--- config.mk ---
export PLATFORM = sky130hd
export DESIGN_NAME = fetch_dut_flat
export DESIGN_NICKNAME = d
export VERILOG_FILES = /design/src/rtl/lc3_pkg.sv /design/src/rtl/fetch_interface.sv /design/src/rtl/fetch_dut.sv /design/src/flat_wrapper.sv
export SDC_FILE = /design/constraint.sdc
export NUM_CORES = 1
export LEC_CHECK = 0
export CORE_MARGIN = 2
export CORE_UTILIZATION = 38
export DETAILED_ROUTE_END_ITERATION = 10
export PLACE_DENSITY = 0.77
export SYNTH_ARGS = -nofsm -noshare
export SYNTH_HDL_FRONTEND = slang
export SYNTH_SLANG_ARGS = --single-unit
--- constraint.sdc ---
create_clock -name clk -period 1.65 [get_ports clk]
set_input_delay 0.2475 -clock clk [delete_from_list [all_inputs] [get_ports clk]]
set_output_delay 0.2475 -clock clk [all_outputs]
set_load 0.02 [all_outputs]
--- src/rtl/lc3_pkg.sv ---
// Shared LC-3 definitions: controller step encoding and the architectural reset PC.
package lc3_pkg;

  typedef enum logic [3:0] {
    CNTRL_UPDATE_PC   = 4'd0,
    CNTRL_FETCH       = 4'd1,
    CNTRL_DECODE      = 4'd2,
    CNTRL_EXECUTE     = 4'd3,
    CNTRL_UPDATE_REGF = 4'd4,
    CNTRL_COMPUTE_PC  = 4'd5,
    CNTRL_COMPUTE_MEM = 4'd6,
    CNTRL_READ_MEM    = 4'd7,
    CNTRL_IND_ADDR_RD = 4'd8,
    CNTRL_WRITE_MEM   = 4'd9
  } control_e;

  localparam logic [15:0] PC_RESET = 16'h3000;

endpackage

--- src/rtl/fetch_interface.sv ---
// Signal bundle between the fetch stage, its driver and a passive input monitor.
interface fetch_interface #(
  parameter int ADDR_W = 16
) (
  input logic clk
);

  logic              reset;
  logic              enable_updatePC;
  logic              enable_fetch;
  logic              br_taken;
  logic [ADDR_W-1:0] taddr;
  logic [ADDR_W-1:0] pc;
  logic [ADDR_W-1:0] npc;
  logic              instrmem_rd;

  modport fetch_dut (
    input  clk, reset, enable_updatePC, enable_fetch, br_taken, taddr,
    output pc, npc, instrmem_rd
  );

  modport fetch_tb (
    input  clk, pc, npc, instrmem_rd,
    output reset, enable_updatePC, enable_fetch, br_taken, taddr
  );

  modport fetch_monitor (
    input clk, reset, enable_updatePC, enable_fetch, br_taken, taddr
  );

endinterface

--- src/rtl/fetch_dut.sv ---
// LC-3 fetch stage: program counter with sequential/branch update and an
// instruction-memory read strobe gated by reset.
module fetch_dut #(
  parameter int              ADDR_W   = 16,
  parameter logic [ADDR_W-1:0] PC_RESET = ADDR_W'(lc3_pkg::PC_RESET)
) (
  fetch_interface.fetch_dut fif
);

  import lc3_pkg::*;

  logic [ADDR_W-1:0] pc_q;
  logic [ADDR_W-1:0] pc_d;
  logic [ADDR_W-1:0] npc;

  // Wraps naturally modulo 2^ADDR_W.
  assign npc = pc_q + ADDR_W'(1);

  always_comb begin
    pc_d = pc_q;
    if (fif.enable_updatePC) begin
      pc_d = fif.br_taken ? fif.taddr : npc;
    end
  end

  always_ff @(posedge fif.clk or negedge fif.reset) begin
    if (!fif.reset) begin
      pc_q <= PC_RESET;
    end else begin
      pc_q <= pc_d;
    end
  end

  assign fif.pc          = pc_q;
  assign fif.npc         = npc;
  assign fif.instrmem_rd = fif.reset & fif.enable_fetch;

  a_ctrl_known : assert property (
    @(posedge fif.clk) disable iff (!fif.reset)
      !$isunknown({fif.enable_updatePC, fif.br_taken})
  );

endmodule

--- src/flat_wrapper.sv ---
// flat-port wrapper written by rule: the top's interface ports become plain ports
module fetch_dut_flat import lc3_pkg::*;
#(
  parameter int              ADDR_W   = 16,
  parameter logic [ADDR_W-1:0] PC_RESET = ADDR_W'(lc3_pkg::PC_RESET)
)
  (clk, fif_reset, fif_enable_updatePC, fif_enable_fetch, fif_br_taken, fif_taddr, fif_pc, fif_npc, fif_instrmem_rd);
  fetch_interface #(.ADDR_W(ADDR_W)) fif_i (.clk(clk));
  input wire logic clk;
  input wire logic [$bits(fif_i.reset)-1:0] fif_reset;
  input wire logic [$bits(fif_i.enable_updatePC)-1:0] fif_enable_updatePC;
  input wire logic [$bits(fif_i.enable_fetch)-1:0] fif_enable_fetch;
  input wire logic [$bits(fif_i.br_taken)-1:0] fif_br_taken;
  input wire logic [$bits(fif_i.taddr)-1:0] fif_taddr;
  output wire logic [$bits(fif_i.pc)-1:0] fif_pc;
  output wire logic [$bits(fif_i.npc)-1:0] fif_npc;
  output wire logic [$bits(fif_i.instrmem_rd)-1:0] fif_instrmem_rd;
  assign fif_i.reset = fif_reset;
  assign fif_i.enable_updatePC = fif_enable_updatePC;
  assign fif_i.enable_fetch = fif_enable_fetch;
  assign fif_i.br_taken = fif_br_taken;
  assign fif_i.taddr = fif_taddr;
  assign fif_pc = fif_i.pc;
  assign fif_npc = fif_i.npc;
  assign fif_instrmem_rd = fif_i.instrmem_rd;
  fetch_dut #(.ADDR_W(ADDR_W), .PC_RESET(PC_RESET)) u_core (.fif(fif_i));
endmodule
==> flow_metrics.tcl <==
set metrics [dict create \
    arrival_ns 1.78 \
    grt_use_met1 0.303 \
    power.density_nw_per_um2 807 \
    via_per_inst 5.10 \
    yosysSeqAreaShare 0.331 \
    grt_max_degree 17 \
    grt_usage 0.246 \
    dp_hpwl_mm 3.30 \
    cts_root_buf "clkbuf_4" \
    violations "setup timing" \
    io_buffers 53 \
    routabilityCongestion 0.865 \
    drc 0 \
    first_iter_violations 64 \
    holdCritPathClass "input pin to asynchronous set/reset pin" \
    synth_area_sq_um 1220 \
    core-area_sq_um 3050 \
    avgRoutedWirePerCell_um 15.1 \
    clockBufferDepth 2 \
    synth_top_area_cell "dfrtp_1" \
    drv_cap 0 \
    design_area_sq_um 2290 \
    fmax_mhz 494 \
    grt_busiest_layer "met2" \
    layout.nets 267 \
    yosys.area_share.simple 0.289 \
    grt_setup_unrepaired "true" \
    slew-limit-headroom 0.759 \
    die_h_um 60.6 \
    antenna_found_initial 0 \
    crit_path_end_kind "primary output" \
    clk_latency_ns 0.29 \
    skew_ns 0.00102 \
    final_max_slew_viol_count 0 \
    antenna_cells 0 \
    netlist_instances 145 \
    rows 20 \
    grtUsageMet3 0.0171 \
    drtPass1Iterations 4 \
    critPathMaxFanout 7 \
    tightestPinTransition_ns 0.356 \
    grt_pass1_wl_mm 6.68 \
    grt.overflow.total 0 \
    largest_register_ffs 16 \
    pin_count 54 \
    synthDistinctLibCells 36 \
    synth_compound_area_frac 0.177 \
    drive_above_1_share 0.410 \
    setup_ws_ns -0.374 \
    syn_to_final_growth_pct 87.8 \
    regArea_sq_um 410 \
    power.static_leakage_nw 1.04 \
    hold_viol_final 0 \
    synth.area.mux_share 0.0246 \
    place_area_sq_um 2160 \
    vdd_drop_max_uv 473 \
    syn_nets 167 \
    synth_top_family_by_area "simple AND/OR/NAND/NOR gates" \
    ant_nets 0 \
    fin_util 0.750 \
    synth_xor_xnor_area_share 0.101 \
    dieArea_sq_um 3680 \
    pre_cts_slack_ns -0.509 \
    grt_pass1_vias 1408 \
    cts_tree "built" \
    die_w_um 60.6 \
    yosysWarnings 0 \
    num_vias 1468 \
    htreeDepth 1 \
    cts-buffers-inserted 3 \
    min_period_over_period 1.23 \
    syn_area_per_cell_sq_um 8.40 \
    startpoint_type "flop" \
    path_clk_slew_ns 0.10 \
    initial_core_util 0.399 \
    setup_tns_ns -3.13 \
    use_met2 0.445 \
    yosys.area.top_type_share 0.287 \
    fin_crit_ns 2.02 \
    crit_type "flop to primary output" \
    multi_input_area_sq_um 878 \
    fillCellCount 243 \
    synthTopCellsByArea "dfrtp_1 29%, nand2_1 5.5%, xnor2_1 5.0%, xor2_1 5.0%, dfstp_2 4.3%" \
    ys_seq_elements 16 \
    crit_required_ns 1.40 \
    synthAdderAreaFrac 0.0103 \
    setup_violations 13 \
    routed_wl_mm 4.35 \
    status "complete, but fails checks" \
    clock-sinks 16 \
]
worst paths after layout:
check / start / endpoint / slack [ns] / cells past startpoint
min in group clk: fif_taddr[11] / u_core.fif.pc[11] / 0.54 / 3
worst max register to register: u_core.fif.pc[0] / u_core.fif.pc[12] / 0.01 / 5
worst min register to register: u_core.fif.pc[15] / u_core.fif.pc[15] / 0.63 / 2
worst min-delay path: fif_reset / u_core.fif.pc[6] / 0.30 / 2
max in group asynchronous: fif_reset / u_core.fif.pc[13] / 1.10 / 2
worst max-delay path: u_core.fif.pc[2] / fif_npc[5] / -0.37 / 5
synthesized netlist by cell type, drive strengths merged:
library cell   n
xnor2          7
nor2b          6
ha             1
nor2          14
nand3          9
a22o           3
dfstp          2
nor3           3
o21ai          6
a21oi         10
or4            1
or3            2
o311ai         2
and2b          1
o21a           1
dfrtp         14
o41ai          2
inv            6
o31ai          1
nor4           3
o211ai         4
a22oi          1
and2           2
nand2b         1
xor2           7
clkbuf         5
nand4          3
mux2i          3
nand3b         2
o22ai          1
nand2         18
buf            4
cells by family (layout without fill, tap and decap cells):
family / Yosys count / count (layout)
compound gates: 31 / 31
simple gates: 65 / 65
mux: 3 / 3
buf+inv: 15 / 114
flops: 16 / 16
xor+xnor: 14 / 14
fa+ha+maj: 1 / 1
critical path, stage by stage, from the launching register on:
cell             delay (ns)
dfrtp_2                0.41
nand3_2                0.22
buf_4                  0.24
nor2_1                 0.18
xnor2_1                0.15
clkdlybuf4s15_2        0.29
timing repair:
item                                    4_1_cts  5_1_grt
hold buffers                                  0        0
endpoints found under the setup margin       32       17
resized for setup                            95       14
pin swaps                                     3        4
buffers inserted                              3        1
hold endpoints to repair                      0        0
power breakdown:
| group | internal (mW) | leakage [nW] | total, mW | switching, mW |
|---|---|---|---|---|
| clock | 0.134 | 0.0210 | 0.265 | 0.130 |
| combinational | 0.494 | 0.838 | 1.05 | 0.552 |
| sequential | 0.465 | 0.179 | 0.537 | 0.0717 |
| total | 1.09 | 1.04 | 1.85 | 0.753 |
stage by stage:
step / power, mW / hold WS [ns] / instances
4_1_cts: 1.83 / 0.290 / 287
3_3_place_gp: 1.56 / 0.593 / 280
2_1_floorplan: 1.04 / -0.0481 / 145
5_1_grt: 1.95 / 0.313 / 288
6_report: 1.85 / 0.295 / 288
3_5_place_dp: 1.60 / 0.608 / 280
layout by cell type, fill, tap and decap left out, types with 4 or more instances in the layout:
cell             netlist  routed
a21oi_1               10      10
o21ai_0                6       6
dfrtp_2                0       6
buf_4                  0      56
nor2b_1                6       6
o211ai_1               4       4
buf_6                  2       6
dlygate4sd2_1          0      17
inv_1                  6       6
xor2_1                 7       7
nand3_1                9       5
clkdlybuf4s50_1        0      21
nand2_1               18      17
nor2_1                14      13
xnor2_1                7       4
nand3_2                0       4
dfrtp_1               14       8
per-layer routing:
layer  share of wire  routed length, um  up-vias
met5               0                  0        -
met4           0.014                 62        0
met3           0.055                238        6
met2            0.52               2270       60
met1            0.41               1780      697
li1                -                  -      705
cell type report:
type,instances,area share
Timing Repair Buffer,104,0.387
Inverter,6,0.00984
Clock buffer,4,0.0159
Tap cell,44,0.0241
Multi-Input combinational cell,114,0.384
Sequential cell,16,0.179
(Power assumes the default switching activity.)
